### config.mk
export PLATFORM = sky130hd
export DESIGN_NAME = dicp_table_load
export DESIGN_NICKNAME = d
export VERILOG_FILES = /design/src/rtl/dicp_table_load.sv
export SDC_FILE = /design/constraint.sdc
export NUM_CORES = 1
export LEC_CHECK = 0
export CAP_MARGIN = 10
export CORE_ASPECT_RATIO = 0.8
export CORE_MARGIN = 4
export CORE_UTILIZATION = 55
export DETAILED_ROUTE_END_ITERATION = 10
export PLACE_DENSITY = 0.78
export SLEW_MARGIN = 20
export SYNTH_ARGS = -nofsm -noshare
export SYNTH_HDL_FRONTEND = slang
export SYNTH_SLANG_ARGS = --single-unit
### constraint.sdc
create_clock -name i_clk_50m -period 5.6 [get_ports i_clk_50m]
set_input_delay 1.12 -clock i_clk_50m [delete_from_list [all_inputs] [get_ports i_clk_50m]]
set_output_delay 1.12 -clock i_clk_50m [all_outputs]
set_load 0.005 [all_outputs]
### src/rtl/dicp_table_load.sv
// Loads the DICP compensation table from a byte stream into the compensation RAM.
// Each entry arrives as two bytes, high byte first, and the 16-bit checksum follows the last entry.
module dicp_table_load #(
    parameter int TABLE_DEPTH = 90,
    parameter int TIMEOUT_CYC = 50000
) (
    input  logic        i_clk_50m,
    input  logic        i_rst_n,
    input  logic        i_load_start,
    input  logic        i_byte_valid,
    input  logic [7:0]  i_byte_data,
    output logic        o_byte_ready,
    output logic        o_dicp_ram_wren,
    output logic [6:0]  o_dicp_ram_wraddr,
    output logic [15:0] o_dicp_ram_wrdata,
    output logic        o_load_busy,
    output logic        o_load_done,
    output logic        o_load_err,
    output logic        o_dicp_valid
);

    localparam int              TMO_W     = $clog2(TIMEOUT_CYC + 1);
    localparam logic [6:0]      LAST_ADDR = 7'(TABLE_DEPTH - 1);
    localparam logic [TMO_W-1:0] TMO_LAST = TMO_W'(TIMEOUT_CYC - 1);

    typedef enum logic [2:0] {
        IDLE,
        GET_HI,
        GET_LO,
        WRITE,
        CHK_HI,
        CHK_LO,
        DONE,
        ERR
    } state_t;

    state_t           state_q;
    logic [6:0]       cnt_q;
    logic [15:0]      sum_q;
    logic [TMO_W-1:0] tmo_q;
    logic [7:0]       hi_q;
    logic             wren_q;
    logic [6:0]       wraddr_q;
    logic [15:0]      wrdata_q;
    logic             done_q;
    logic             err_q;
    logic             valid_q;

    logic             ready_d;
    logic             accept_d;
    logic             tmo_hit_d;
    logic [15:0]      chk_d;

    assign ready_d   = (state_q == GET_HI) || (state_q == GET_LO) ||
                       (state_q == CHK_HI) || (state_q == CHK_LO);
    assign accept_d  = ready_d && i_byte_valid;
    // A byte accepted in the expiry cycle takes priority over the timeout.
    assign tmo_hit_d = ready_d && !accept_d && (tmo_q == TMO_LAST);
    assign chk_d     = {hi_q, i_byte_data};

    always_ff @(posedge i_clk_50m or negedge i_rst_n) begin
        if (!i_rst_n) begin
            state_q  <= IDLE;
            cnt_q    <= '0;
            sum_q    <= '0;
            tmo_q    <= '0;
            hi_q     <= '0;
            wren_q   <= 1'b0;
            wraddr_q <= '0;
            wrdata_q <= '0;
            done_q   <= 1'b0;
            err_q    <= 1'b0;
            valid_q  <= 1'b0;
        end else begin
            wren_q <= 1'b0;
            done_q <= 1'b0;
            err_q  <= 1'b0;

            if (accept_d) begin
                tmo_q <= '0;
            end else if (ready_d) begin
                tmo_q <= tmo_q + 1'b1;
            end

            case (state_q)
                IDLE: begin
                    if (i_load_start) begin
                        state_q <= GET_HI;
                        cnt_q   <= '0;
                        sum_q   <= '0;
                        tmo_q   <= '0;
                        valid_q <= 1'b0;
                    end
                end
                GET_HI: begin
                    if (accept_d) begin
                        hi_q    <= i_byte_data;
                        state_q <= GET_LO;
                    end else if (tmo_hit_d) begin
                        state_q <= ERR;
                        err_q   <= 1'b1;
                    end
                end
                GET_LO: begin
                    if (accept_d) begin
                        state_q  <= WRITE;
                        wren_q   <= 1'b1;
                        wraddr_q <= cnt_q;
                        wrdata_q <= chk_d;
                    end else if (tmo_hit_d) begin
                        state_q <= ERR;
                        err_q   <= 1'b1;
                    end
                end
                WRITE: begin
                    // The write strobe was registered on entry, so this cycle only accounts for the entry.
                    sum_q <= sum_q + wrdata_q;
                    cnt_q <= cnt_q + 7'd1;
                    if (cnt_q == LAST_ADDR) begin
                        state_q <= CHK_HI;
                    end else begin
                        state_q <= GET_HI;
                    end
                end
                CHK_HI: begin
                    if (accept_d) begin
                        hi_q    <= i_byte_data;
                        state_q <= CHK_LO;
                    end else if (tmo_hit_d) begin
                        state_q <= ERR;
                        err_q   <= 1'b1;
                    end
                end
                CHK_LO: begin
                    if (accept_d) begin
                        if (chk_d == sum_q) begin
                            state_q <= DONE;
                            done_q  <= 1'b1;
                            valid_q <= 1'b1;
                        end else begin
                            state_q <= ERR;
                            err_q   <= 1'b1;
                        end
                    end else if (tmo_hit_d) begin
                        state_q <= ERR;
                        err_q   <= 1'b1;
                    end
                end
                DONE: begin
                    state_q <= IDLE;
                end
                ERR: begin
                    state_q <= IDLE;
                end
                default: begin
                    state_q <= IDLE;
                end
            endcase
        end
    end

    assign o_byte_ready      = ready_d;
    assign o_load_busy       = (state_q != IDLE);
    assign o_dicp_ram_wren   = wren_q;
    assign o_dicp_ram_wraddr = wraddr_q;
    assign o_dicp_ram_wrdata = wrdata_q;
    assign o_load_done       = done_q;
    assign o_load_err        = err_q;
    assign o_dicp_valid      = valid_q;

endmodule

Word level (Yosys, flattened, before mapping):

Cells that the tools add are included.
W data, S select, Z words.

* output and inout port bits: 29
* flip-flop bits (word level): 77

* mux-type cells: 31
* add/sub/neg operators: 3
* equality and inequality tests: 13
* reductions and logical operators: 18

Operators with widths (number)
* $mux W16: 5
* $pmux W16 S2: 1
* $mux W3: 7
* $pmux W3 S7: 1
* $add A16 B1 Y16 const B: 1
* $add A16 B16 Y16: 1
* $eq A16 B16 Y1: 1
* $eq A16 B16 Y1 const B: 1
* $pmux W7 S2: 1
* $mux W1: 13
* $eq A3 B3 Y1 const B: 4
* $add A7 B1 Y7 const B: 1
* $eq A7 B7 Y1 const B: 1
* $mux W7: 1
* $eq A3 B2 Y1 const B: 2
* $reduce_and A2 Y1: 3
* $ne A2 B2 Y1 const B: 2
* $pmux W1 S2: 2
* $reduce_and A4 Y1: 1
* $reduce_bool A2 Y1: 2
* $reduce_or A2 Y1: 2
* $eq A3 B1 Y1 const B: 1
* $logic_and A1 B1 Y1: 3
* $logic_not A3 Y1: 1
* other kinds (5): 7

Longest topological paths before layout:

* depth after elaboration: 11
* depth in mapped cells: 8
* depth with buffers taken out: 8

Worst setup path after synthesis:

No wires, ideal clock.

* path type: input to register
* start point: in i_byte_valid
* end point: reg wrdata_q[4] (netlist: o_dicp_ram_wrdata[4])
* cell stages on the path: 4
* data arrival time: 1.970 ns
* data required time: 5.475 ns
* setup time: 0.125 ns
* path slack: 3.505 ns
* cell sequence: inv_1 nor2_2 buf_2 mux2_2

* longest elaborated chain between the ends: 2

Ends and longest elaborated chain
* start: declaration: RTL line 10 `input logic i_byte_valid,`
* $logic_and A1 B1 Y1: RTL line 56 `assign accept_d = ready_d && i_byte_valid;`
* $reduce_and A2 Y1 (no source line)
* end signal: assignment: RTL line 109 `wrdata_q <= chk_d;`
* end: declaration: RTL line 44 `logic [15:0] wrdata_q;`

Every way passes these cells.
A chain may end at the register's enable or synchronous reset.

Worst setup path in the final report:

* start point: reg state_q[0]
* end point: out o_byte_ready

* longest elaborated chain between the ends: 4
* elaborated cells on any way between the ends: 7
* classes of those cells: 4 x eq/ne; 3 x reduce/logical

Ends and longest elaborated chain
* start: declaration: RTL line 37 `state_t state_q;`
* start signal: assignment: RTL line 63 `state_q <= IDLE;`
* start signal: assignment: RTL line 88 `state_q <= GET_HI;`
* start signal: assignment: RTL line 98 `state_q <= GET_LO;`
* $eq A3 B1 Y1 or $eq A3 B2 Y1 (tied branches): RTL line 54 `assign ready_d = (state_q == GET_HI) || (state_q == GET_LO) ||`
* $logic_or A1 B1 Y1 (2 in a row): RTL line 54
* $logic_or A1 B1 Y1 (*): RTL line 55 `(state_q == CHK_HI) || (state_q == CHK_LO);`
* end: declaration: RTL line 12 `output logic o_byte_ready,`

Mark *: on every way between the ends. The rest lies on a longest branch, timed or not.

==> qor.txt <==
Status: finished clean
Drt pass-1 iters: 4
Type of the worst setup path: reg -> out
# IOs: 41
Overflow left after global routing: 0
Die area: 0.00912 mm^2
Max_slew headroom: 0.345
Post-Syn Nets: 433
Total chip power: 0.00257 W
CP endpoint kind: primary output
Antenna violations before repair: 0
Pins Over Slew Limit: 0
CTS Buffer Depth: 2
CTS tree: yes
Vias in the first global route: 3,023
Skew final: 0.0121 ns
Total Wirelength: 8790 um
Core Rows: 28
Netlist cell types: 51
Final hold slack: 0.487 ns
H-tree depth: 3
Core area: 0.00743 mm^2
Total CTS buffers: 9
Die Span X: 106 um
Number of remaining DRC errors: 0
Final ANT Viol Nets: 0
Mean Syn Cell Area: 10.5 um^2
ANT cells: 0
Fin crit period: 3.11 ns
Cells after Synth: 402
RSZ-0062 raised after global routing: false
Max_cap viols: 0
CTS Sinks: 77
DP Wirelength: 6260 um
Largest net degree at the start of global routing: 78
GPL Wtd Cong: 0.850
Setup_tns: 0 ns
Average wire per standard cell: 15.9 um
Gates resized, CTS repair: 0
Startpoint Class: flop
Layout area overhead: 16.3%
Main synth FF type: dfrtp_1
Final Cycle Share: 0.556
Postcts setup bufs: 0
Fmax: 0.321 GHz
Yosys warnings: 0
Port Buf Inserts: 40
Met2 routed WL: 3950 um
Drt initial violations: 172
Top sig layer: met4
First-pass GRT wire length: 14,700 um
Least-Margin Pin Slew: 0.980 ns
Peak supply drop: 0.000336 V
Leak pwr: 2.14 nW
DIE HEIGHT: 86.2 um
Crit Path Max Fanout: 15
Hold Violations, Final: 0
Clock root cell: clkbuf_8
WP data required: 4.48 ns
Clk_lat worst skew: 0.34 ns
FF+latch count, synth: 77
Worst EP arrival: 1.99 ns
Via density: 5.72
Global Route Usage Sum: 0.202
Starting Density: 0.567
Vias: 3,156
Post-Route M1 WL: 4330 um
Worst Hold Class: reg -> reg
Post-synthesis async set-or-reset flop share: 1.00
Layout cells sized above 1: 0.136
Post-synth EDFFs: 0
Sequential area share after synthesis: 0.458
Mapped Area: 0.00421 mm^2
Reg clk slew, reported paths: 0.08 ns
Metal3 WL: 447 um
# hold bufs at CTS: 0
Setup-failing EPs final: 0
Pwr dens: 525 mW/mm^2
Final nets: 473
[synth_stat cells (all sizes together) (4+ instances only)]
cell type	number	area (um^2)
o21a	4	37.5
o21ai	29	149
nor4	8	50.1
a21oi	24	131
nor3	8	73.8
xnor2	8	70.1
ha	18	225
mux2i	4	40.0
nand3	20	100
or3	4	25.0
mux2	31	349
nor2	28	110
and3	7	43.8
buf	9	57.6
inv	7	26.3
nand4	8	50.1
nand2	35	141
xor2	33	289
dfrtp	77	1930
[where the power goes]
| part | internal [W] | switching, W | leakage (nW) |
|---|---|---|---|
| combinational | 0.000594 | 0.000608 | 1.04 |
| clock | 0.000242 | 0.000198 | 0.106 |
| sequential | 0.000735 | 0.000192 | 0.998 |
| total | 0.00157 | 0.000997 | 2.14 |
[kinds of logic after synthesis]
group,synth area share
flops,0.458
mux,0.0925
simple gates,0.159
compound gates,0.122
fa+ha+maj,0.0607
buf+inv,0.0226
xor+xnor,0.0853
[routing by layer]
layer / track usage / vias up
li1: - / 1530
met1: 0.302 / 1542
met2: 0.305 / 78
met3: 0.0439 / 6
met4: 0.0424 / 0
met5: 0 / -
[final timing paths]
kind | slack [ns] | depth (start not counted) | start | to
min | 0.49 | 1 | o_dicp_valid | o_dicp_valid
max reg2reg | 3.09 | 6 | state_q[0] | sum_q[15]
min in group asynchronous | 0.92 | 1 | i_rst_n | tmo_q[1]
max | 2.49 | 3 | state_q[0] | o_byte_ready
max in group asynchronous | 4.07 | 1 | i_rst_n | sum_q[0]
min reg2reg | 0.49 | 1 | o_dicp_valid | o_dicp_valid
[registers in the layout, summed over array words and instances, names as in the netlist]
signal	cells
o_dicp_ram_wrdata	16
sum_q	16
tmo_q	16
hi_q	8
cnt_q	7
o_dicp_ram_wraddr	7
state_q	3
o_dicp_ram_wren	1
o_dicp_valid	1
o_load_done	1
o_load_err	1
[layout make-up]
type,count,area [um^2]
tap,105,131
timing repair buffer,41,405
clock inverter,3,42.5
fill,579,2530
inverter,7,26.3
multi-input combinational,306,2190
clock buffer,13,169
sequential,77,1930
[stage by stage]
stage | std cells | instance area, um^2 | utilization | worst slack (ns)
final | 552 | 4890 | 0.659 | 2.49
after CTS | 552 | 4890 | 0.659 | 2.48
after global placement | 536 | 4680 | 0.630 | 2.12
after detailed placement | 536 | 4680 | 0.630 | 2.47
after global routing | 552 | 4890 | 0.659 | 2.38
after floorplan | 402 | 4210 | - | 3.51
[layout by cell type, fill, tap and decap left out, drive strengths merged, types with 13 or more instances in the layout]
master | synthesis | routed
nor2 | 28 | 28
nand2 | 35 | 35
nand3 | 20 | 20
clkbuf | 3 | 13
ha | 18 | 18
dfrtp | 77 | 77
a21oi | 24 | 24
xor2 | 33 | 33
o21ai | 29 | 29
mux2 | 31 | 31
clkdlybuf4s50 | 0 | 39
[worst max-delay path: stages (launching register included)]
cell	delay, ns
dfrtp_1	0.57
o21a_4	0.31
nor2_2	0.21
clkdlybuf4s50_1	0.55
No activity file was read; power rests on OpenSTA's default activity.
